**src/rtl/my_seq_multiplier.sv**
```systemverilog
// Unsigned WIDTHxWIDTH shift-add multiplier: one partial-product step per clock,
// fixed WIDTH-cycle latency, start/busy/done handshake for the ALU sequencer.
module my_seq_multiplier #(
    parameter int WIDTH = 32
) (
    input  logic                 clk,
    input  logic                 reset,
    input  logic                 start,
    input  logic [WIDTH-1:0]     first,
    input  logic [WIDTH-1:0]     second,
    output logic [2*WIDTH-1:0]   result,
    output logic                 busy,
    output logic                 done
);
    localparam int CW = (WIDTH > 1) ? $clog2(WIDTH) : 1;

    typedef enum logic [1:0] {IDLE, CALC, DONE} state_t;

    state_t             state_reg;
    logic [WIDTH-1:0]   mcand_reg;
    logic [WIDTH-1:0]   mplier_reg;
    logic [2*WIDTH:0]   acc_reg;
    logic [CW-1:0]      count_reg;

    logic [WIDTH-1:0]   addend;
    logic [WIDTH:0]     sum_next;
    logic [2*WIDTH:0]   acc_next;

    // Partial product: multiplicand gated by the current multiplier LSB.
    genvar gi;
    generate
        for (gi = 0; gi < WIDTH; gi++) begin : g_addend
            assign addend[gi] = mcand_reg[gi] & mplier_reg[0];
        end
    endgenerate

    // Add into the upper WIDTH+1 bits (top bit is always 0 here, so the carry
    // lands in it), then shift the whole accumulator right by one.
    always_comb begin
        sum_next = acc_reg[2*WIDTH:WIDTH] + {1'b0, addend};
        acc_next = {1'b0, sum_next, acc_reg[WIDTH-1:1]};
    end

    always_ff @(posedge clk) begin
        if (reset) begin
            state_reg  <= IDLE;
            result     <= '0;
            busy       <= 1'b0;
            done       <= 1'b0;
            count_reg  <= '0;
            acc_reg    <= '0;
            mcand_reg  <= '0;
            mplier_reg <= '0;
        end else begin
            case (state_reg)
                IDLE: begin
                    done <= 1'b0;
                    if (start) begin
                        mcand_reg  <= first;
                        mplier_reg <= second;
                        acc_reg    <= '0;
                        count_reg  <= '0;
                        busy       <= 1'b1;
                        state_reg  <= CALC;
                    end
                end
                CALC: begin
                    acc_reg    <= acc_next;
                    mplier_reg <= mplier_reg >> 1;
                    count_reg  <= count_reg + 1'b1;
                    if (count_reg == CW'(WIDTH - 1)) begin
                        result    <= acc_next[2*WIDTH-1:0];
                        busy      <= 1'b0;
                        done      <= 1'b1;
                        state_reg <= DONE;
                    end
                end
                DONE: begin
                    done      <= 1'b0;
                    state_reg <= IDLE;
                end
                default: begin
                    busy      <= 1'b0;
                    done      <= 1'b0;
                    state_reg <= IDLE;
                end
            endcase
        end
    end
endmodule

```
**config.mk**
```make
export PLATFORM = sky130hd
export DESIGN_NAME = my_seq_multiplier
export DESIGN_NICKNAME = d
export VERILOG_FILES = /design/src/rtl/my_seq_multiplier.sv
export SDC_FILE = /design/constraint.sdc
export NUM_CORES = 1
export LEC_CHECK = 0
export CAP_MARGIN = 20
export CORE_ASPECT_RATIO = 1.2
export CORE_UTILIZATION = 45
export DETAILED_ROUTE_END_ITERATION = 10
export DONT_BUFFER_PORTS = 1
export GPL_TIMING_DRIVEN = 0
export PLACE_DENSITY = 0.7
export SETUP_SLACK_MARGIN = 0.5
export SYNTH_ARGS = -nofsm -noshare
export SYNTH_HDL_FRONTEND = slang
export SYNTH_SLANG_ARGS = --single-unit
```
**constraint.sdc**
```tcl
create_clock -name clk -period 4.1 [get_ports clk]
set_input_delay 0 -clock clk [delete_from_list [all_inputs] [get_ports clk]]
set_output_delay 0 -clock clk [all_outputs]
set_load 0.02 [all_outputs]
```
==> impl_metrics.tcl, run 1 <==
set metrics [dict create \
    place_hpwl_microns 19300 \
    arrival_ns 3.76 \
    hp-class "in -> reg" \
    finalHoldWorstSlack_ns 0.0168 \
    synth.area.top_cells "dfxtp_1 (42%), a21oi_1 (9.4%), nand2_1 (7.8%)" \
    gp_congestion 0.950 \
    drt_first_iter_violations 546 \
    setup_viol 0 \
    yosys.area.top_type "dfxtp_1" \
    cp-end-kind "flop" \
    path_max_fanout 10 \
    gr-total-overflow 0 \
    tritoncts "yes" \
    rsz0062_at_grt "false" \
    syn_avg_cell_area_sq_um 8.06 \
    final_cell_mix "nand2_1 (200), dfxtp_1 (199), a21oi_1 (181), nor2_1 (103)" \
    dieArea_sq_um 22000 \
    leakagePower_nw 4.44 \
    timing.rr.end "result[55]$_SDFFE_PP0P_" \
    hold_viol 0 \
    drv_cap 0 \
    final_util 0.537 \
    worstSetupPathType "reg -> reg" \
    synth-seq-cells 200 \
    crit_chain "clkbuf_1, nand2_1, fa_1, nand2b_1, a21oi_2, o21bai_1, o311ai_4, a21boi_1, or4_1, nand3_1" \
    firstDrtPassIters 4 \
    critPathMaxStageDelay_ns 0.47 \
    synthArstFlopShare 0 \
    startpoint_type "flop" \
    drc_errors 0 \
    clock_path_buffers 2 \
    ios 133 \
    numClockSinks 200 \
    finalCritPeriodShare 0.823 \
    cts.htree.levels 4 \
    hold_end "busy$_SDFFE_PP0P_" \
    period_needed_ns 3.37 \
    cp_top_family "compound AO/OA/AOI/OAI gates" \
    worst_pin_slew_ns 0.868 \
    ys_dominant_reg_cell "dfxtp_1" \
    yosys.area.top_type_share 0.416 \
    netlist_instances 1194 \
    worstPathRequired_ns 4.49 \
    finalMaxSlewViolations 0 \
    syn_nets 1296 \
    root_buffer "clkbuf_16" \
    largest_reg_flops 64 \
    ir_drop_mv 0.311 \
    routed_wl_microns 26700 \
    reg2reg_from "mplier_reg[0]$_SDFFE_PP0P_" \
    netlist_area_sq_um 9620 \
    rrSetupSlack_ns 0.73 \
    skew_ns 0.0142 \
    p_per_area_nw_per_um2 364 \
    grt_max_degree 23 \
    synth_cell_types 61 \
    num_rows 58 \
    clkSlewWorstSetupHoldPaths_ns 0.09 \
    min_path_cells 5 \
    critPathBufInv 1 \
    yosys_warnings 0 \
    grt_pass1_vias 8246 \
    vias 8764 \
    die_x_microns 135 \
    antenna_found_initial 1 \
    fin_nets 1380 \
    core_area_sq_um 21000 \
    fmax_ghz 0.297 \
    critPathSlowestCell "fa_1" \
    clock_latency_ns 0.45 \
    setup_tns_ns 0 \
    worstHoldStart "start" \
    cts_buffers 17 \
    post_drt_wl_per_cell_microns 17.1 \
    drive_above_1_share 0.0728 \
    gr-usage-all-layers 0.248 \
    synth-edff-count 0 \
    slew_headroom 0.419 \
    status "finished, final reports clean" \
    reg2reg_depth 10 \
    syn2layout_area_growth_pct 17.0 \
    portBuffers 0 \
    ys_seq_area_frac 0.416 \
    ant_nets 0 \
    grt_pass1_wl_microns 42800 \
    die_h_microns 162 \
    layout_commonest_cell "nand2_1" \
    via_per_inst 5.61 \
    initial_utilization 0.459 \
]
[layer usage]
layer,track usage,vias up,wire [microns]
met1,0.303,4090,11200
met4,0.0884,0,593
met2,0.419,269,12800
met3,0.0605,43,2040
li1,-,4362,-
met5,0,-,0
[worst min-delay path, stage by stage]
cell and delay, ns:
nor2b_1 0.14, nor2_1 0.09, nor2_1 0.04, a21oi_1 0.10, nor2_1 0.04
[worst max path at each step]
stage	from	to	slack, ns	cells past startpoint
3_3_place_gp	mplier_reg[0]$_SDFFE_PP0P_	result[57]$_SDFFE_PP0P_	0.44	12
5_1_grt	mplier_reg[0]$_SDFFE_PP0P_	result[51]$_SDFFE_PP0P_	0.56	12
2_1_floorplan	mplier_reg[0]$_SDFFE_PP0P_	result[59]$_SDFFE_PP0P_	1.30	12
3_5_place_dp	mplier_reg[0]$_SDFFE_PP0P_	result[57]$_SDFFE_PP0P_	0.41	12
6_report	mplier_reg[0]$_SDFFE_PP0P_	result[55]$_SDFFE_PP0P_	0.73	10
4_1_cts	mplier_reg[0]$_SDFFE_PP0P_	result[55]$_SDFFE_PP0P_	0.53	12
[report_power, final]
group	internal [mW]	total [mW]	switching [mW]	leakage (nW)
clock network	0.837	1.72	0.885	0.300
registers	1.99	2.03	0.0383	1.63
logic	0.140	0.341	0.200	2.51
total	2.97	4.09	1.12	4.44
[cell families after synthesis]
group / count (synthesis) / synth area share
compound gates: 375 / 0.259
xor+xnor: 24 / 0.0218
fa+ha+maj: 35 / 0.0463
buf+inv: 130 / 0.0524
flops: 200 / 0.416
mux: 3 / 0.00325
simple gates: 427 / 0.201
[synthesized netlist by cell type (6+ instances only)]
master and n:
and3_1 6, and2_1 34, o21a_1 6, o221a_2 31
dfxtp_1 200, nand2_1 200, a21oi_1 181, clkbuf_1 66
buf_2 12, nand3_1 17, nand4_1 9, or4_1 6
buf_1 8, nor2_1 103, ha_1 34, o211ai_1 6
nand3b_1 8, xnor2_1 8, o21ai_1 8, a22o_1 50
a21o_1 10, o21ai_0 34, nor3_1 10, xor2_1 16
inv_1 43
[area by class of cell]
| type | count | area, sq um |
|---|---|---|
| diodes | 1 | 2.50 |
| plain buffers | 87 | 344 |
| clock buffers | 17 | 425 |
| clock inverters | 15 | 206 |
| fillers | 1969 | 9720 |
| inverters | 43 | 161 |
| multi-input cells | 864 | 5120 |
| flip-flops and latches | 200 | 4010 |
| well taps | 270 | 338 |
| repair buffers | 65 | 651 |
[per-stage QoR]
| stage | worst slack (ns) | instances | total power [mW] | area, sq um |
|---|---|---|---|---|
| after floorplan | 1.30 | 1194 | 2.28 | 9620 |
| after global placement | 0.437 | 1464 | 2.35 | 9960 |
| after detailed placement | 0.408 | 1464 | 2.36 | 9960 |
| after CTS | 0.531 | 1561 | 4.11 | 11200 |
| after global routing | 0.562 | 1562 | 4.25 | 11300 |
| final | 0.728 | 1562 | 4.09 | 11300 |
[what timing repair did]
item,CTS,global route
hold buffers,65,0
hold endpoints to repair,67,0
resized for setup,1,3
endpoints found under the setup margin,4,15
pin swaps,0,0
setup buffers,0,0
Note: power is estimated with default switching activity, not from simulation.
==> run 2, diff against run 1 <==
Clock period 4.1 ns to 3.2 ns, I/O delays scaled along.
==> run 2 against run 1 <==
  * Via count up 1.6%
  * Routed wire length rose by 3.8%
  * Non-clock buffer count rose by 30
  * Worst setup slack worse by 0.41 ns
  * Utilization up 3.3 points
  * Sequential power rose by 28%
  * Sequential share of layout area shrank 2.0 points
  * Final cell count increased by 1.9%
  * Final area rose by 6.1%
  * Clock power rose by 26%
  * Critical endpoint is now result[59]$_SDFFE_PP0P_
==> impl_metrics.tcl, run 2 (same netlist as run 1, synthesis figures left out) <==
set metrics [dict create \
    status "finished, final reports clean" \
    drive_above_1_share 0.142 \
    num_rows 58 \
    finalCritPeriodShare 0.899 \
    core_area_sq_um 21000 \
    gr-total-overflow 0 \
    setup_viol 0 \
    place_hpwl_microns 19400 \
    cp-end-kind "flop" \
    via_per_inst 5.59 \
    numClockSinks 200 \
    fin_nets 1410 \
    p_switching_mw 1.42 \
    root_buffer "clkbuf_16" \
    setup_tns_ns 0 \
    clkSlewWorstSetupHoldPaths_ns 0.08 \
    clock_latency_ns 0.45 \
    switching_share 0.272 \
    drv_cap 0 \
    finalMaxSlewViolations 0 \
    grt_max_degree 22 \
    hp-class "in -> reg" \
    hold_viol 0 \
    vias 8905 \
    skew_ns 0.0153 \
    ir_drop_mv 0.385 \
    syn2layout_area_growth_pct 24.1 \
    startpoint_type "flop" \
    p_per_area_nw_per_um2 439 \
    worst_pin_slew_ns 0.880 \
    arrival_ns 3.27 \
    grt_pass1_wl_microns 43000 \
    layout_commonest_cell "dfxtp_1" \
    combPwrFrac 0.090 \
    post_drt_wl_per_cell_microns 17.4 \
    period_needed_ns 2.88 \
    fmax_ghz 0.347 \
    cts.htree.levels 4 \
    tritoncts "yes" \
    cts_buffers 17 \
    clock_path_buffers 2 \
    p_clk_frac 0.413 \
    antenna_found_initial 1 \
    ios 133 \
    initial_utilization 0.459 \
    path_max_fanout 7 \
    drc_errors 0 \
    seqPwrFrac 0.497 \
    leakagePower_nw 4.69 \
    ant_nets 0 \
    final_cell_mix "dfxtp_1 (199), nand2_1 (197), a21oi_1 (169), nor2_1 (99), dlygate4sd3_1 (65)" \
    largest_reg_flops 64 \
    firstDrtPassIters 5 \
    die_x_microns 135 \
    rsz0062_at_grt "true" \
    routed_wl_microns 27700 \
    drt_first_iter_violations 585 \
    slew_headroom 0.411 \
    worstPathRequired_ns 3.59 \
    gr-usage-all-layers 0.248 \
    grt_pass1_vias 8435 \
    gp_congestion 0.938 \
    p_int_mw 3.81 \
    finalHoldWorstSlack_ns 0.0425 \
    worstSetupPathType "reg -> reg" \
    die_h_microns 162 \
    portBuffers 0 \
    dieArea_sq_um 22000 \
]
==> run 2: changes by cell type in the layout (fill, tap and decap cells not counted), sizes merged <==
cell / before / now
clkinvlp: 0 / 1
inv: 46 / 50
clkinv: 12 / 7
buf: 20 / 50
==> run 2: critical path, stage by stage (launching register included) <==
cell and delay [ns]:
dfxtp_4 0.45, buf_8 0.14, and2_4 0.14, ha_4 0.13
inv_2 0.04, fa_2 0.37, nand2b_4 0.17, a21oi_4 0.19
o21bai_4 0.10, o311ai_4 0.24, buf_6 0.18, a21oi_4 0.07
or4_1 0.53, nand3_1 0.08
==> run 2: repair_timing <==
item,4_1_cts,5_1_grt
endpoints found under the setup margin,52,82
hold buffers,65,0
setup buffers,13,16
pin swaps,9,28
hold endpoints to repair,67,0
gates cloned,0,1
gates resized for setup,43,71
==> run 2: power groups by stage <==
stage / registers, mW / clock network (mW) / logic, mW
6_report: 2.60 / 2.16 / 0.471
5_1_grt: 2.61 / 2.28 / 0.518
4_1_cts: 2.60 / 2.18 / 0.444
3_5_place_dp: 2.66 / 0 / 0.366
3_3_place_gp: 2.66 / 0 / 0.358
2_1_floorplan: 2.64 / 0 / 0.272
==> run 2: metal layers <==
metal  share of wire  track usage  routed length [microns]  up-vias
met5               0            0                        0        -
met4           0.022       0.0817                      618        0
met3           0.066       0.0540                     1840       50
met2            0.49        0.424                    13500      279
met1            0.42        0.307                    11800     4154
li1                -            -                        -     4422
==> run 2: final cells by class <==
cell class,count,area (sq um)
multi-input cells,864,5520
diodes,1,2.50
inverters,43,161
flip-flops and latches,200,4010
clock buffers,17,425
clock inverters,15,175
fillers,1891,9040
repair buffers,95,901
plain buffers,87,403
well taps,270,338
==> run 2: path summary, 6_finish.rpt <==
path / start / to / slack, ns / depth (start not counted)
min reg2reg: mcand_reg[15]$_SDFFE_PP0P_ / mcand_reg[15]$_SDFFE_PP0P_ / 0.45 / 2
min: start / busy$_SDFFE_PP0P_ / 0.04 / 5
max reg2reg: mplier_reg[0]$_SDFFE_PP0P_ / result[59]$_SDFFE_PP0P_ / 0.32 / 13
max: mplier_reg[0]$_SDFFE_PP0P_ / result[59]$_SDFFE_PP0P_ / 0.32 / 13
==> run 2: per-stage QoR <==
step / area, sq um / util / instances / total power, mW / setup WS, ns
after floorplan: 9630 / - / 1194 / 2.92 / 0.500
after global placement: 9970 / 0.475 / 1464 / 3.02 / -0.141
final: 11900 / 0.569 / 1592 / 5.24 / 0.322
after global routing: 11900 / 0.569 / 1592 / 5.41 / 0.273
after CTS: 11500 / 0.549 / 1574 / 5.23 / 0.403
after detailed placement: 9970 / 0.475 / 1464 / 3.02 / -0.167
